## config.mk

```make
export PLATFORM = sky130hd
export DESIGN_NAME = policy_fifo_sync
export DESIGN_NICKNAME = d
export VERILOG_FILES = /design/src/rtl/fifo_pkg.sv /design/src/rtl/fifo_mem_sp.sv /design/src/rtl/policy_fifo_sync.sv
export SDC_FILE = /design/constraint.sdc
export NUM_CORES = 1
export LEC_CHECK = 0
export ABC_AREA = 1
export CORE_UTILIZATION = 48
export DETAILED_ROUTE_END_ITERATION = 6
export MAX_ROUTING_LAYER = met4
export PLACE_DENSITY_LB_ADDON = 0.05
export SLEW_MARGIN = 10
export SYNTH_ARGS = -nofsm -noshare
export SYNTH_HDL_FRONTEND = slang
export SYNTH_HIERARCHICAL = 1
export SYNTH_SLANG_ARGS = --single-unit
```

## constraint.sdc

```tcl
create_clock -name clk_i -period 1.83 [get_ports clk_i]
set_input_delay 0.366 -clock clk_i [delete_from_list [all_inputs] [get_ports clk_i]]
set_output_delay 0.366 -clock clk_i [all_outputs]
set_load 0.05 [all_outputs]
```

## src/rtl/fifo_pkg.sv

```systemverilog
// fifo_pkg: FIFO policy encodings and the pointer-width helper shared by FIFOs.
package fifo_pkg;
  localparam int FIFO_POLICY_BLOCK = 0;
  localparam int FIFO_POLICY_OVERWRITE = 1;
  function automatic int ptr_w(input int depth);
    return $clog2(depth) + 1;
  endfunction
endpackage

```

## src/rtl/fifo_mem_sp.sv

```systemverilog
// fifo_mem_sp: WIDTH x DEPTH register array, synchronous write, asynchronous read, no reset.
module fifo_mem_sp #(
  parameter int WIDTH = 8,
  parameter int DEPTH = 4
) (
  input  logic                     clk_i,
  input  logic                     we_i,
  input  logic [$clog2(DEPTH)-1:0] waddr_i,
  input  logic [WIDTH-1:0]         wdata_i,
  input  logic [$clog2(DEPTH)-1:0] raddr_i,
  output logic [WIDTH-1:0]         rdata_o
);
  logic [WIDTH-1:0] mem [DEPTH];
  always_ff @(posedge clk_i)
    if (we_i) mem[waddr_i] <= wdata_i;
  assign rdata_o = mem[raddr_i];
endmodule

```

## src/rtl/policy_fifo_sync.sv

```systemverilog
// policy_fifo_sync: single-clock FIFO with blocking or overwrite-oldest full policy, thresholds, flush and drop counter.
module policy_fifo_sync
  import fifo_pkg::*;
#(
  parameter int WIDTH         = 8,
  parameter int DEPTH         = 4,
  parameter int OVERWRITE     = FIFO_POLICY_BLOCK,
  parameter int AFULL_THRESH  = DEPTH - 1,
  parameter int AEMPTY_THRESH = 1,
  parameter int DROP_W        = 8
) (
  input  logic                      clk_i,
  input  logic                      rst_ni,
  input  logic                      clear_i,
  input  logic                      wr_i,
  input  logic [WIDTH-1:0]          data_i,
  input  logic                      rd_i,
  output logic [WIDTH-1:0]          data_o,
  output logic                      empty_o,
  output logic                      full_o,
  output logic                      almost_empty_o,
  output logic                      almost_full_o,
  output logic [ptr_w(DEPTH)-1:0]   count_o,
  output logic                      overflow_o,
  output logic                      underflow_o,
  output logic [DROP_W-1:0]         drop_cnt_o
);
  localparam int PW = ptr_w(DEPTH);
  localparam int AW = PW - 1;
  if (DEPTH < 2 || (DEPTH & (DEPTH - 1)) != 0) begin : g_bad_depth
    $error("policy_fifo_sync: DEPTH must be a power of two >= 2");
  end
  logic [PW-1:0] wptr, rptr, count_nxt;
  logic full_hit, do_wr, do_rd, adv_r;
  // A write into a full FIFO without a simultaneous pop is the only overflow case.
  always_comb begin
    full_hit  = wr_i && full_o && !rd_i;
    do_wr     = wr_i && (!full_hit || OVERWRITE != FIFO_POLICY_BLOCK);
    do_rd     = rd_i && !empty_o;
    adv_r     = do_rd || (do_wr && full_hit);
    count_nxt = count_o + PW'(do_wr && !adv_r) - PW'(adv_r && !do_wr);
  end
  fifo_mem_sp #(.WIDTH(WIDTH), .DEPTH(DEPTH)) u_mem (
    .clk_i   (clk_i),
    .we_i    (do_wr && rst_ni && !clear_i),
    .waddr_i (wptr[AW-1:0]),
    .wdata_i (data_i),
    .raddr_i (rptr[AW-1:0]),
    .rdata_o (data_o)
  );
  always_ff @(posedge clk_i) begin
    if (!rst_ni || clear_i) begin
      wptr           <= '0;
      rptr           <= '0;
      count_o        <= '0;
      empty_o        <= 1'b1;
      full_o         <= 1'b0;
      almost_empty_o <= 1'b1;
      almost_full_o  <= 1'b0;
      overflow_o     <= 1'b0;
      underflow_o    <= 1'b0;
      if (!rst_ni) drop_cnt_o <= '0;
    end else begin
      wptr           <= wptr + PW'(do_wr);
      rptr           <= rptr + PW'(adv_r);
      count_o        <= count_nxt;
      empty_o        <= count_nxt == '0;
      full_o         <= count_nxt == PW'(DEPTH);
      almost_empty_o <= count_nxt <= PW'(AEMPTY_THRESH);
      almost_full_o  <= count_nxt >= PW'(AFULL_THRESH);
      overflow_o     <= full_hit;
      underflow_o    <= rd_i && empty_o;
      if (full_hit && !(&drop_cnt_o)) drop_cnt_o <= drop_cnt_o + DROP_W'(1);
    end
  end
endmodule

```

==> flow_summary.yaml <==
floorplanning:
  die_y_um: 72.8
  fp.dieW_um: 72.8
  start_util: 0.502
  die_area_sq_um: 5300
  core_area_sq_um: 4790
  ioPinCount: 38
  num_rows: 25
place:
  dp_cells: 370
  gp_routability_congestion: 0.766
  post-place-ws_ns: -0.495
  placement.io_buffers: 37
  dp_hpwl_um: 2980
  dpl_cell_area_sq_um: 2990
worst_setup_path:
  arrival_ns: 1.43
  required_ns: 1.46
  end_kind: "output pin"
  path_cells: "clkdlybuf4s50_1"
  cpMaxStageDelayCell: "clkdlybuf4s50_1"
  critPathKind: "flip-flop to output pin"
  critPathTopFamily: "buffers and inverters"
  worst-path-buf-inv: 1
  crit_fanout: 1
  startpoint_type: "flip-flop"
  crit_path_max_incr_delay_ns: 0.79
timing:
  setup_violations: 0
  worst_pin_slew_ns: 0.506
  finalClockSkew_ns: 0.00690
  post-route-period-util: 0.979
  fmax_mhz: 558
  slew_headroom: 0.662
  period_needed_ns: 1.79
  hold_viol_final: 0
  slew_violations: 0
  setup_slack_ns: 0.0385
  timing.hold.ws_ns: 0.514
  setup-tns-final_ns: 0
synth:
  ys_types: 23
  syn_nets: 272
  yosysTopAreaCell: "edfxtp_1"
  async_flop_share: 0
  synth_edf_count: 40
  synthCells: 255
  synth-seq-cells: 53
  synth_area_per_cell_sq_um: 9.43
  ys_dominant_reg_cell: "edfxtp_1"
  netlist_area_sq_um: 2400
  synth_top_area_share: 0.499
  ys_seq_area_frac: 0.608
  synth_warnings: 6
  synthTopCellsByArea: "edfxtp_1 (50%), dfxtp_1 (11%), nand2_1 (10%)"
layout:
  filler_cell_count: 394
  num-nets-final: 328
  fin_cells: 379
  stdcell_area_sq_um: 3120
  area_growth_pct: 29.9
  diodes: 0
  drive_above_1_share: 0.218
power_and_ir_drop:
  irDropWorstVdd_mv: 0.504
  power_density_nw_per_um2: 784
  p_leak_nw: 1.40
cts:
  clock_path_buffers: 2
  numCtsBuffers: 5
  insertion_delay_ns: 0.30
  htree_levels: 2
  cts_tree: "built"
  cts_sinks: 53
  clk_pin_slew_ns: 0.09
  cts_root_buf: "clkbuf_8"
  ctsHoldBuffers: 0
status:
  status: "completed"
global_route:
  grt_pass1_wl_um: 6950
  grt_max_degree: 17
  grt_use_total: 0.182
  antenna_found_initial: 0
  gr-total-overflow: 0
  grt_pass1_vias: 1620
routing:
  vias: 1738
  antenna_left: 0
  detailedRoute.firstIterationViolations: 117
  drt-total-wl_um: 4190
  drc: 0
  firstDrtPassIters: 4
  wl_per_cell_um: 11.1
  viasPerCell: 4.59
flow_run:
  drv_cap: 0
worst_hold_path:
  hold_class: "flip-flop to flip-flop"
-- state kept, by name, summed over array words and instances, names as in the netlist --
name            flops
count_o             3
u_mem/mem          32
underflow_o         1
rptr                2
almost_empty_o      1
wptr                2
full_o              1
overflow_o          1
empty_o             1
almost_full_o       1
drop_cnt_o          8
-- synthesized netlist by cell type (2+ instances only) --
cell type,instances
dfxtp_1,13
edfxtp_1,40
nor2_1,19
nor2_4,2
nand3_1,24
buf_6,3
nand2_1,67
xnor2_1,2
a21oi_1,5
inv_1,57
nor3_1,5
nand3_2,3
o21ai_0,2
nor2_2,2
ha_1,3
-- worst reg2reg max path, cell delays in order (launching register included) --
cell and delay [ns]:
dfxtp_4 0.35, inv_1 0.08, nand2_2 0.08, o21ai_2 0.11, ha_2 0.17, inv_1 0.05, fa_2 0.54, inv_2 0.05
nor2_2 0.09, nand3_1 0.08, nand2_1 0.06
-- cells by family (layout without fill, tap and decap cells) --
kind of cell             Yosys count  in the layout  share of synthesized area
buffers and inverters             64            121                      0.112
AND/OR/NAND/NOR                  122            122                      0.222
adder cells (fa/ha/maj)            4              4                     0.0239
flip-flops                        53             53                      0.608
AO/OA/AOI/OAI                     10             10                     0.0271
XOR/XNOR                           2              2                    0.00729
-- where the power goes --
| group | internal [W] | total, W | leakage, nW | switching, W |
|---|---|---|---|---|
| Sequential | 0.00132 | 0.00134 | 0.478 | 0.0000216 |
| Combinational | 0.000129 | 0.000325 | 0.869 | 0.000197 |
| Clock | 0.000411 | 0.000782 | 0.0554 | 0.000371 |
-- per-layer routing --
metal  GRT usage  part of all wire
met1       0.201              0.41
met5           -                 0
met3      0.0387             0.046
met4      0.0806             0.026
met2       0.317              0.52
-- per-stage QoR --
step	utilization	total power [W]
floorplan	-	0.00155
global placement	0.624	0.00168
detailed placement	0.624	0.00169
CTS	0.648	0.00246
global route	0.653	0.00253
finish	0.653	0.00245
-- layout make-up --
cell class	count	area, sq um	share of cell area
clock buffers	6	72.6	0.0232
clock inverters	2	38.8	0.0124
inverters	59	224	0.0717
multi-input cells	138	687	0.220
flip-flops and latches	53	1470	0.471
well taps	67	83.8	0.0268
repair buffers	54	547	0.175
-- path summary, 6_finish.rpt --
kind / startpoint / end / slack (ns) / cells past startpoint
max: overflow_o / overflow_o / 0.04 / 1
min: empty_o / underflow_o / 0.51 / 2
max reg2reg: empty_o / empty_o / 0.12 / 10
min reg2reg: empty_o / underflow_o / 0.51 / 2
-- cells in the final DEF, fill, tap and decap left out, types with 2 or more instances in the layout --
master and n:
nor2_4 2, xnor2_1 2, a21oi_1 5, inv_2 5, nor3_1 5, nand2_1 66, inv_1 53, edfxtp_1 40
o21ai_2 2, nand3_1 24, clkdlybuf4s50_1 13, dfxtp_1 10, nand3_2 3, buf_12 8, clkbuf_8 5, o21ai_1 2
dfxtp_4 2, nor2_1 18, buf_4 30, nor2_2 3, ha_1 2
-- repair_timing --
action	CTS	global route
pin swaps	2	4
endpoints found under the setup margin	6	11
resized for setup	8	9
buffers inserted	0	1
gates cloned	0	0
Note: power is estimated with default switching activity, not from simulation.
